===== config.mk =====
export PLATFORM = sky130hd
export DESIGN_NAME = cnn_layer_accel_result_packer
export DESIGN_NICKNAME = d
export VERILOG_FILES = /design/src/rtl/cnn_layer_accel_result_packer.sv
export SDC_FILE = /design/constraint.sdc
export NUM_CORES = 1
export LEC_CHECK = 0
export ABC_AREA = 1
export CAP_MARGIN = 20
export CORE_UTILIZATION = 60
export CTS_CLUSTER_SIZE = 14
export DETAILED_ROUTE_END_ITERATION = 8
export HOLD_SLACK_MARGIN = 0.15
export PLACE_DENSITY = 0.91
export SYNTH_ARGS = -nofsm -noshare
export SYNTH_HDL_FRONTEND = slang
export SYNTH_SLANG_ARGS = --single-unit
export TNS_END_PERCENT = 10

===== constraint.sdc =====
create_clock -name clk_core -period 4.2 [get_ports clk_core]
set_clock_uncertainty 0.2 [all_clocks]
set_input_delay 0.42 -clock clk_core [delete_from_list [all_inputs] [get_ports clk_core]]
set_output_delay 0.42 -clock clk_core [all_outputs]
set_load 0.03 [all_outputs]

===== src/rtl/cnn_layer_accel_result_packer.sv =====
// ---------------------------------------------------------------------------
// cnn_layer_accel_result_packer
//
// Purpose:
//   Collects the accelerator's stream of signed 16-bit results and packs them
//   into 128-bit words of eight lanes for the downstream writer. A job covers
//   num_cols x num_rows x num_depth results, consumed in col-fastest order.
//   A word is emitted when lane 7 is filled or when a row ends, so every word
//   holds results from a single row. The final word of the job carries
//   out_last. Once that word has been transferred, done pulses for one cycle.
//
// Optional feature:
//   CNN_RESULT_PACKER_RELU_EN - when defined, negative results are clamped to
//   zero before packing. When undefined, results are packed unmodified.
//
// Ports:
//   clk_core       in   1    core clock, rising edge
//   rst            in   1    synchronous active-high reset
//   cfg_start      in   1    job start pulse (honoured only when idle)
//   cfg_num_cols   in   16   output columns per row
//   cfg_num_rows   in   16   output rows per depth slice
//   cfg_num_depth  in   16   output depth slices
//   busy           out  1    job in progress (PACK or DRAIN)
//   done           out  1    one-cycle pulse at job end
//   result_valid   in   1    result stream valid
//   result_accept  out  1    result stream accept
//   result_data    in   16   one signed result
//   out_valid      out  1    packed word valid
//   out_ready      in   1    downstream ready
//   out_data       out  128  eight packed lanes, lane L at [16L+15:16L]
//   out_keep       out  8    mask of written lanes
//   out_last       out  1    word holds the final result of the job
// ---------------------------------------------------------------------------
module cnn_layer_accel_result_packer (
  input  logic         clk_core,
  input  logic         rst,
  input  logic         cfg_start,
  input  logic [15:0]  cfg_num_cols,
  input  logic [15:0]  cfg_num_rows,
  input  logic [15:0]  cfg_num_depth,
  output logic         busy,
  output logic         done,
  input  logic         result_valid,
  output logic         result_accept,
  input  logic [15:0]  result_data,
  output logic         out_valid,
  input  logic         out_ready,
  output logic [127:0] out_data,
  output logic [7:0]   out_keep,
  output logic         out_last
);

  typedef enum logic [1:0] {
    IDLE  = 2'd0,
    PACK  = 2'd1,
    DRAIN = 2'd2,
    DONE  = 2'd3
  } state_t;

  state_t       r_state;
  state_t       w_nextState;

  logic [15:0]  r_numCols;
  logic [15:0]  r_numRows;
  logic [15:0]  r_numDepth;
  logic [15:0]  r_col;
  logic [15:0]  r_row;
  logic [15:0]  r_depth;
  logic [2:0]   r_lane;
  logic [127:0] r_stage;

  logic         r_outValid;
  logic [127:0] r_outData;
  logic [7:0]   r_outKeep;
  logic         r_outLast;

  logic         w_dimZero;
  logic         w_lastCol;
  logic         w_lastRow;
  logic         w_lastDepth;
  logic         w_finalResult;
  logic         w_resultAccept;
  logic         w_consume;
  logic         w_emit;
  logic         w_outXfer;
  logic [15:0]  w_laneValue;
  logic [127:0] w_laneShifted;
  logic [127:0] w_word;
  logic [7:0]   w_keep;

  // A job with any zero dimension has no results at all. Accept is held low
  // for it, so the single PACK cycle before DONE cannot swallow a result.
  // The end-of-row/slice/job tests compare the counters against the latched
  // dimensions minus one, all in unsigned 16-bit arithmetic.
  assign w_dimZero     = (r_numCols == 16'd0) || (r_numRows == 16'd0) ||
                         (r_numDepth == 16'd0);
  assign w_lastCol     = (r_col   == (r_numCols  - 16'd1));
  assign w_lastRow     = (r_row   == (r_numRows  - 16'd1));
  assign w_lastDepth   = (r_depth == (r_numDepth - 16'd1));
  assign w_finalResult = w_lastCol && w_lastRow && w_lastDepth;

  // Results are taken only while packing and while no emitted word is stuck
  // waiting for downstream. A word that transfers this very cycle frees the
  // slot, so packing continues without a bubble.
  assign w_outXfer      = r_outValid && out_ready;
  assign w_resultAccept = (r_state == PACK) && !w_dimZero &&
                          !(r_outValid && !out_ready);
  assign w_consume      = result_valid && w_resultAccept;
  assign w_emit         = w_consume && ((r_lane == 3'd7) || w_lastCol);

`ifdef CNN_RESULT_PACKER_RELU_EN
  // The ReLU build clamps negative results to zero as they enter the lane.
  assign w_laneValue = result_data[15] ? 16'h0000 : result_data;
`else
  // Without ReLU, results are packed exactly as they arrive.
  assign w_laneValue = result_data;
`endif

  // The staging register only ever holds lanes below the current lane index,
  // because it is cleared on every emission. OR-ing in the shifted result
  // therefore gives the complete word, with unwritten lanes left at zero.
  assign w_laneShifted = {112'd0, w_laneValue} << {r_lane, 4'b0000};
  assign w_word        = r_stage | w_laneShifted;

  // The keep mask covers lanes 0 up to and including the lane being written.
  always_comb begin
    w_keep = 8'h00;
    for (int i = 0; i < 8; i++) begin
      w_keep[i] = (3'(i) <= r_lane);
    end
  end

  // Next-state logic. A start pulse is only looked at in IDLE, so a pulse
  // mid-job is ignored. Leaving DRAIN waits for the handshake on the last
  // word, so done never fires while the final word is still pending.
  always_comb begin
    w_nextState = r_state;
    case (r_state)
      IDLE: begin
        if (cfg_start) begin
          w_nextState = PACK;
        end
      end
      PACK: begin
        if (w_dimZero) begin
          w_nextState = DONE;
        end else if (w_consume && w_finalResult) begin
          w_nextState = DRAIN;
        end
      end
      DRAIN: begin
        if (w_outXfer) begin
          w_nextState = DONE;
        end
      end
      DONE: begin
        w_nextState = IDLE;
      end
      default: begin
        w_nextState = IDLE;
      end
    endcase
  end

  // State register. Reset abandons any job in flight.
  always_ff @(posedge clk_core) begin
    if (rst) begin
      r_state <= IDLE;
    end else begin
      r_state <= w_nextState;
    end
  end

  // Job configuration, position counters and lane staging.
  // A start pulse in IDLE latches the dimensions and rewinds everything.
  // Each consumed result moves the position forward: col first, then row at
  // the end of a row, then depth at the end of a slice. The lane index and
  // staging word clear whenever a word is emitted, so the next row always
  // starts in lane 0.
  always_ff @(posedge clk_core) begin
    if (rst) begin
      r_numCols  <= 16'd0;
      r_numRows  <= 16'd0;
      r_numDepth <= 16'd0;
      r_col      <= 16'd0;
      r_row      <= 16'd0;
      r_depth    <= 16'd0;
      r_lane     <= 3'd0;
      r_stage    <= 128'd0;
    end else if ((r_state == IDLE) && cfg_start) begin
      r_numCols  <= cfg_num_cols;
      r_numRows  <= cfg_num_rows;
      r_numDepth <= cfg_num_depth;
      r_col      <= 16'd0;
      r_row      <= 16'd0;
      r_depth    <= 16'd0;
      r_lane     <= 3'd0;
      r_stage    <= 128'd0;
    end else if (w_consume) begin
      if (w_lastCol) begin
        r_col <= 16'd0;
        if (w_lastRow) begin
          r_row   <= 16'd0;
          r_depth <= r_depth + 16'd1;
        end else begin
          r_row <= r_row + 16'd1;
        end
      end else begin
        r_col <= r_col + 16'd1;
      end
      if (w_emit) begin
        r_lane  <= 3'd0;
        r_stage <= 128'd0;
      end else begin
        r_lane  <= r_lane + 3'd1;
        r_stage <= w_word;
      end
    end
  end

  // Output word register.
  // An emission loads a fresh word, and it takes priority over clearing
  // valid: a transfer and an emission in the same cycle simply replace the
  // word. Otherwise the word holds until the downstream handshake. Reset
  // drops any pending word without it being transferred.
  always_ff @(posedge clk_core) begin
    if (rst) begin
      r_outValid <= 1'b0;
      r_outData  <= 128'd0;
      r_outKeep  <= 8'h00;
      r_outLast  <= 1'b0;
    end else if (w_emit) begin
      r_outValid <= 1'b1;
      r_outData  <= w_word;
      r_outKeep  <= w_keep;
      r_outLast  <= w_finalResult;
    end else if (w_outXfer) begin
      r_outValid <= 1'b0;
    end
  end

  assign busy          = (r_state == PACK) || (r_state == DRAIN);
  assign done          = (r_state == DONE);
  assign result_accept = w_resultAccept;
  assign out_valid     = r_outValid;
  assign out_data      = r_outData;
  assign out_keep      = r_outKeep;
  assign out_last      = r_outLast;

endmodule


# Word-level counts from Yosys, hierarchy flattened
# Cells that the tools add are included.
# totals
in_bits	69
output_inout_bits	141
ff_bits	367
elab_cells	77
# op_classes
addsub	7
n_eq_ne	10
n_bitwise	1
n_shift	1
magnitude_cmp	8
n_mux	11
reduce_logical	26
# ops
cell	n
two-way mux 128 bit	1
bitwise OR 128 bit	1
<< shifter 16 x 7 -> 128 bit	1
adder 16 x 1 -> 16 bit (second input constant)	3
== test 16 bit	3
zero test 16 bit	3
subtractor 16 x 1 -> 16 bit (second input constant)	3
two-way mux 16 bit	2
less-or-equal comparator 3 bit (first input constant)	4
logical AND 1 bit	10
two-way mux 2 bit	4
case mux 2 bit (4 select lines)	1
less-or-equal comparator 1 x 3 -> 1 bit (first input constant)	2
less-or-equal comparator 2 x 3 -> 1 bit (first input constant)	2
AND reduction 3 bit	2
== test 2 bit (second input constant)	2
logical OR 1 bit	4
!= test 2 bit (second input constant)	2
adder 3 x 1 -> 3 bit (second input constant)	1
== test 3 bit (second input constant)	1
zero test 1 bit	3
two-way mux 3 bit	1
!= test 3 x 2 -> 1 bit (second input constant)	1
== test 2 x 1 -> 1 bit (second input constant)	1
other kinds (5)	6

# Depth between registers and ports, before layout
# Gate-level depths: netlist of the first run.
# depth
word_depth	11
ltp_mapped	19

# Least setup slack after synthesis of the first run
# Ideal clock, no wire load.
# synth_path
path_type	register to register
startpoint	reg r_numDepth[0]
endpoint	reg r_row[14]
path_slack_ns	1.424
arrival_time_ns	2.444
setup_time_ns	0.132
path_stages_with_launch	15
period_less_slack_ns	2.776
cell_sequence	dfxtp_1 -> inv_1 -> ha_1 -> nand3_1 -> nor2_2 -> nand3_1 -> or2_1 -> nand4_1 -> nor2_1 -> nand2_2 -> nor2_2 -> inv_2 -> buf_2 -> nand2_1 -> a21oi_1
# synth_via
elab_chain_len	7
# synth_lines
item	line_no	source
start, declared	65	logic [15:0] r_numDepth;
start signal, assigned	193	r_numDepth <= cfg_num_depth;
zero test 16 bit	96	(r_numDepth == 16'd0);
logical OR 1 bit	95	assign w_dimZero = (r_numCols == 16'd0) || (r_numRows == 16'd0) ||
zero test 1 bit	106	assign w_resultAccept = (r_state == PACK) && !w_dimZero &&
logical AND 1 bit (2 in a row)	106	
net result_accept	44	output logic result_accept,
logical AND 1 bit	108	assign w_consume = result_valid && w_resultAccept;
AND reduction 2 bit (no source line)	--	
end signal, assigned	206	r_row <= r_row + 16'd1;
end, declared	67	logic [15:0] r_row;
# The timed path passes the listed nets, and every way through them passes these cells.
# A chain may end at the register's enable or synchronous reset.

# Worst setup path after layout of the first run
# layout_path
startpoint	reg r_numDepth[0]
endpoint	out result_accept
# layout_via
elab_chain_len	5
# layout_lines
item	line_no
zero test 16 bit	96
logical OR 1 bit	95
zero test 1 bit	106
logical AND 1 bit (2 in a row)	106
end, declared	44
# No other way between the ends.

==> run metrics, run 1 <==
LEAKAGE 7.479 nW; share of power burned in registers 39.3%; Mapped Cells 2271; first-pass GRT wire length 75.63 mm; RSZ-0062 raised after global routing no; Final Non-Filler Cells 2797; Nets 2482; first drt pass iteration count 6; gpl congestion 0.8941; post-synthesis mux area share 0%; grt total ovfl 0; I/O pins 210; pin count of the biggest net entering global routing 148; width of the die 169.1 µm; CTS max path bufs 3; Setup crit end kind output pin; Ys Warns 0; status completed; main combinational cell family by area after synthesis simple AND/OR/NAND/NOR gates; post-synthesis sequential area ratio 43.86%; Crit path required time 3.58 ns; hold_buf cts 0; initial core utilization 61.64%; Synth Area in Simple Gates 25.83%; worst vdd ir 0.3214 mV; Reg clk slew, reported paths 0.06 ns; highest clock rate 278.1 MHz; Detail Placement HPWL 30.26 mm; setup bufs post-CTS 0; Avg Inst Size Synth 7.377 µm²; mean number of vias per cell 5.861; Least-Margin Pin Slew 0.9040 ns; Worst setup SP type register; Clk pwr share 37.4%; Adder-Cell Fraction of Synth Area 1.120%; Slew Limit Fails 0; endpoints failing hold 0; Placed Cells 2728; DP Worst Slack 0.9423 ns; Via Count 16393; CTS tree built; Routed Antenna Nets 0; Pwr per Cell Area 479.3 mW/mm²; Core Area 0.02718 mm²; Pwr Total 9.685 mW; Hold Path Class reg2reg; 1st-iter DRT viols 1943; post_cts resized 0; antenna cells 0; initial antenna violation count 0; cell-internal power 6.569 mW; Synth Area in XOR/XNOR 4.212%; Crit path top cell by count nand3_1; post-synthesis register bit count 367; CP cell instances inv_1 > ha_1 > nand3_1 > nor2_2 > nand3_1 > or2_1 > nand4_1 > nor2_1 > clkdlybuf4s50_1; average wire per standard cell 16.88 µm; PnR worst setup slack 0.6046 ns; FP Rows 60; Setup Total Neg Slack 0 ns; worst relative slew slack 39.73%; Area Growth Syn to Fin 20.61%; Setup CP Type reg2out; crit-path max FO 7; Yosys cell types 40; Setup violations, final 0; MaxCap Viol Count 0; Post-Syn Area 0.01675 mm²; port buffer count 209; Overall Global Routing Usage 32.28%; clk sinks 367; sw frac 32.18%; switching pwr 3.116 mW; H-tree depth 2; Worst EP arrival 2.98 ns; Root Buffer clkbuf_16; CP max stage cell clkdlybuf4s50_1; Crit path largest cell delay 0.64 ns; Total Die Area 0.02859 mm²; Num CTS Buffers 39; Post-Syn Nets 2355; post-route DRC violation count 0; Min Clock Period, post-route 3.595 ns; vias in the first global route 15413; worst skew pair latency 0.54 ns; final WL 47.22 mm; DIE HEIGHT 169.1 µm; part of the power in combinational logic 23.2%; Synth Area in Compound Gates 18.42%; fraction of layout instances using a drive strength above 1 6.103%; Final period util 85.60%
## routing by layer
metal  track usage, %  wire length [µm]
met5                0                 0
met4            14.81              2003
met3            5.401              4276
met2            51.74             21340
met1            42.68             19600
## layout make-up
cell class / count / area (µm²)
Multi-Input combinational cell: 1653 / 8322
Sequential cell: 367 / 7348
Fill cell: 1973 / 6970
Timing Repair Buffer: 225 / 2275
Clock buffer: 54 / 1162
Tap cell: 372 / 465.4
Inverter: 112 / 432.9
Clock inverter: 14 / 200.2
## cell usage after synthesis, drive strengths merged
| master | instances | area (µm²) |
|---|---|---|
| a311oi | 1 | 8.760 |
| clkinv | 2 | 7.510 |
| nand4 | 17 | 106.4 |
| dfxtp | 367 | 7347 |
| o21bai | 97 | 728.2 |
| a21o | 1 | 7.510 |
| o2111ai | 1 | 8.760 |
| nor2 | 434 | 1669 |
| ha | 15 | 187.7 |
| nor3b | 4 | 30.03 |
| nand2 | 307 | 1165 |
| nand3b | 16 | 120.1 |
| a21oi | 81 | 405.4 |
| and2 | 2 | 12.51 |
| a31o | 32 | 280.3 |
| nor4 | 5 | 31.28 |
| xnor2 | 27 | 236.5 |
| xnor3 | 1 | 22.52 |
| nand3 | 69 | 362.8 |
| inv | 110 | 415.4 |
| clkbuf | 98 | 369.1 |
| nor3 | 156 | 785.8 |
| buf | 41 | 307.8 |
| or2 | 7 | 43.80 |
| xor2 | 51 | 446.7 |
| o21ai | 329 | 1647 |
## metrics by stage
step | cell area [µm²] | util, % | hold WS (ns)
finish | 20210 | 74.35 | 0.2678
global route | 20210 | 74.35 | 0.2984
CTS | 20200 | 74.32 | 0.2666
detailed placement | 18840 | 69.31 | 0.2598
global placement | 18830 | 69.28 | 0.2521
floorplan | 16750 | - | 0.2479
## power by group through the flow
stage                     Clock [mW]  Combinational (mW)  Sequential [mW]
after floorplan                    0                1.69             3.82
after global placement             0                2.14             3.87
after detailed placement           0                2.20             3.88
after CTS                       3.64                2.22             3.80
after global routing            3.79                2.52             3.83
final                           3.63                2.25             3.81
## critical path, delay by kind of cell (launching register included)
kind | cells | cell delay (ns)
flip-flops | 1 | 0.33
adder cells (fa/ha/maj) | 1 | 0.20
AND/OR/NAND/NOR | 6 | 1.17
buffers and inverters | 2 | 0.75
## kinds of logic after synthesis
logic type                 count (synthesis)
and+or+nand+nor                         1017
AOI/OAI and AO/OA                        542
DFF                                      367
buffers and inverters                    251
xor gates and xnor gates                  79
adders and majority gates                 15
## flip-flops by register name (all words and copies together) (netlist names)
| signal | flops |
|---|---|
| out_data | 128 |
| r_stage | 128 |
| r_col | 16 |
| r_depth | 16 |
| r_numCols | 16 |
| r_numDepth | 16 |
| r_numRows | 16 |
| r_row | 16 |
| out_keep | 8 |
| r_lane | 3 |
| r_state | 2 |
| out_last | 1 |
| out_valid | 1 |
## path summary, 6_finish.rpt
path                       from       endpoint  slack (ns)  cells after the start
setup / recovery  r_numDepth[0]  result_accept        0.60                      9
hold / removal      out_keep[7]    out_keep[7]        0.27                      2
setup reg to reg  r_numDepth[0]     r_depth[2]        0.85                     13
hold reg to reg     out_keep[7]    out_keep[7]        0.27                      2
## layout by cell type, fill, tap and decap left out, types with 2 or more instances in the layout
| cell | count |
|---|---|
| a21oi_1 | 81 |
| a31o_2 | 32 |
| and2_1 | 2 |
| buf_12 | 5 |
| buf_4 | 11 |
| bufinv_16 | 4 |
| clkbuf_1 | 2 |
| clkbuf_16 | 39 |
| clkbuf_8 | 13 |
| clkdlybuf4s50_1 | 209 |
| clkinv_1 | 2 |
| clkinv_2 | 4 |
| clkinvlp_4 | 3 |
| dfxtp_1 | 366 |
| ha_1 | 15 |
| inv_1 | 101 |
| inv_2 | 6 |
| inv_4 | 2 |
| nand2_1 | 303 |
| nand2_2 | 2 |
| nand2_4 | 2 |
| nand3_1 | 67 |
| nand3b_1 | 16 |
| nand4_1 | 17 |
| nor2_1 | 423 |
| nor2_2 | 8 |
| nor2_4 | 3 |
| nor3_1 | 155 |
| nor3b_1 | 4 |
| nor4_1 | 5 |
| o21ai_0 | 329 |
| o21bai_1 | 97 |
| or2_2 | 6 |
| xnor2_1 | 27 |
| xor2_1 | 51 |
No activity file was read; power rests on OpenSTA's default activity.
==> run 2: changes to the inputs <==
Settings changed: CORE_MARGIN set to 8.
==> run 2 against run 1 <==
Compared with the run above: non-clock buffer count rose by 4; highest routed layer unchanged; cell area about the same; combinational power is essentially flat.
==> run metrics, run 2 (synthesis results as in run 1) <==
status completed (unchanged); setup bufs post-CTS 0 (unchanged); R2R cell count 13 (unchanged); Reg area 0.007348 mm² (unchanged); worst relative slew slack 44.10% (was 39.73%); R2R Path Start r_numDepth[0] (unchanged); CTS tree built (unchanged); initial antenna violation count 0 (unchanged); CTS max path bufs 3 (unchanged); Hold Path Class reg2reg (unchanged); first-pass GRT wire length 79.05 mm (was 75.63 mm); reg-to-reg endpoint r_depth[2] (unchanged); gpl congestion 0.9212 (was 0.8941); mean number of vias per cell 5.843 (was 5.861); Root Buffer clkbuf_16 (unchanged); crit-path max FO 7 (unchanged); Pwr per Cell Area 475.8 mW/mm² (was 479.3 mW/mm²); worst skew pair latency 0.53 ns (was 0.54 ns); dpl cell area 0.01886 mm² (was 0.01884 mm²); clk sinks 367 (unchanged); Worst EP arrival 2.97 ns (was 2.98 ns); first drt pass iteration count 6 (unchanged); vias in the first global route 15701 (was 15413); Detail Placement HPWL 32.25 mm (was 30.26 mm); pin count of the biggest net entering global routing 147 (was 148); Reg2Reg Setup Slack 0.78 ns (was 0.85 ns); Min Clock Period, post-route 3.593 ns (was 3.595 ns); post_cts resized 0 (unchanged); Setup Total Neg Slack 0 ns (unchanged); Core Area 0.02763 mm² (was 0.02718 mm²); area of the multi-input gates 0.008322 mm² (unchanged); hold_buf cts 0 (unchanged); initial core utilization 60.63% (was 61.64%); Crit path required time 3.58 ns (about the same); MaxCap Viol Count 0 (unchanged); Slew Limit Fails 0 (unchanged); grt total ovfl 0 (unchanged); LEAKAGE 7.473 nW (was 7.479 nW); port buffer count 209 (unchanged); commonest cells after routing, fill and taps aside nor2_1 (423), dfxtp_1 (366), o21ai_0 (329) (unchanged); Hold WS 0.2786 ns (was 0.2678 ns); antenna cells 0 (unchanged); Via Count 16396 (was 16393); Hold Path End r_numDepth[1] (was out_keep[7]); Setup crit end kind output pin (unchanged); fraction of layout instances using a drive strength above 1 6.054% (was 6.103%); H-tree depth 2 (unchanged); Final period util 85.54% (was 85.60%); post-route DRC violation count 0 (unchanged); Num CTS Buffers 38 (was 39); Overall Global Routing Usage 28.29% (was 32.28%); FP Rows 61 (was 60); RSZ-0062 raised after global routing no (unchanged); endpoints failing hold 0 (unchanged); hold_sp r_numDepth[1] (was out_keep[7]); worst vdd ir 0.3166 mV (was 0.3214 mV); Min-Delay Path Depth 2 (unchanged); final WL 49.39 mm (was 47.22 mm); Total Die Area 0.03352 mm² (was 0.02859 mm²); DIE HEIGHT 183.1 µm (was 169.1 µm); average wire per standard cell 17.60 µm (was 16.88 µm); design area 0.02019 mm² (was 0.02021 mm²); 1st-iter DRT viols 1835 (was 1943); Least-Margin Pin Slew 0.8385 ns (was 0.9040 ns); Pwr Total 9.606 mW (was 9.685 mW); Setup CP Type reg2out (unchanged); Nets 2485 (was 2482); # fillers 2115 (was 1973); I/O pins 210 (unchanged); Reg clk slew, reported paths 0.06 ns (about the same); Worst setup SP type register (unchanged); commonest non-fill, non-tap cell in the layout nor2_1 (unchanged); Area Growth Syn to Fin 20.52% (was 20.61%); highest clock rate 278.3 MHz (was 278.1 MHz); Routed Antenna Nets 0 (unchanged); Setup violations, final 0 (unchanged); width of the die 183.1 µm (was 169.1 µm)
-- run 2: power by group --
group          switching, mW  leakage (nW)  total [mW]  internal (mW)
clock network           1.40         0.651        3.53           2.13
logic                   1.51          3.86        2.26          0.749
registers              0.176          2.97        3.81           3.63
-- run 2: per-stage QoR --
stage,worst slack (ns),utilization (%),std cells
6_report,0.6072,73.08,2806
5_1_grt,0.3551,73.08,2806
4_1_cts,0.5748,73.05,2805
3_5_place_dp,0.9297,68.26,2738
3_3_place_gp,1.014,68.24,2737
2_1_floorplan,1.424,-,2271
-- run 2: worst max-delay path by stage --
stage	to	slack [ns]	cells after the start	start
floorplan	r_row[14]	1.42	14	r_numDepth[0]
global placement	r_depth[2]	1.01	13	r_numDepth[0]
detailed placement	r_row[9]	0.93	13	r_numDepth[0]
CTS	result_accept	0.57	9	r_numDepth[0]
global route	result_accept	0.36	9	r_numDepth[0]
finish	result_accept	0.61	9	r_numDepth[0]
-- run 2: layout make-up --
| class | count | share of cell area [%] |
|---|---|---|
| clock buffer | 56 | 5.639 |
| clock inverter | 11 | 0.9109 |
| inverter | 112 | 2.144 |
| multi-input combinational | 1653 | 41.22 |
| sequential | 367 | 36.39 |
| tap | 378 | 2.342 |
| timing repair buffer | 229 | 11.35 |
-- run 2: metal layers --
metal	routed length, µm	global-route usage (%)	vias up
met4	1861	11.78	0
met2	22250	44.91	826
met3	4716	6.411	137
li1	-	-	7826
met1	20560	36.74	7607
met5	0	0	-
-- run 2: critical path: stages (launching register included) --
cell,delay [ns]
dfxtp_1,0.32
inv_1,0.11
ha_1,0.23
nand3_1,0.14
nor2_2,0.26
nand3_1,0.16
or2_1,0.27
nand4_1,0.20
nor2_1,0.10
clkdlybuf4s50_1,0.65
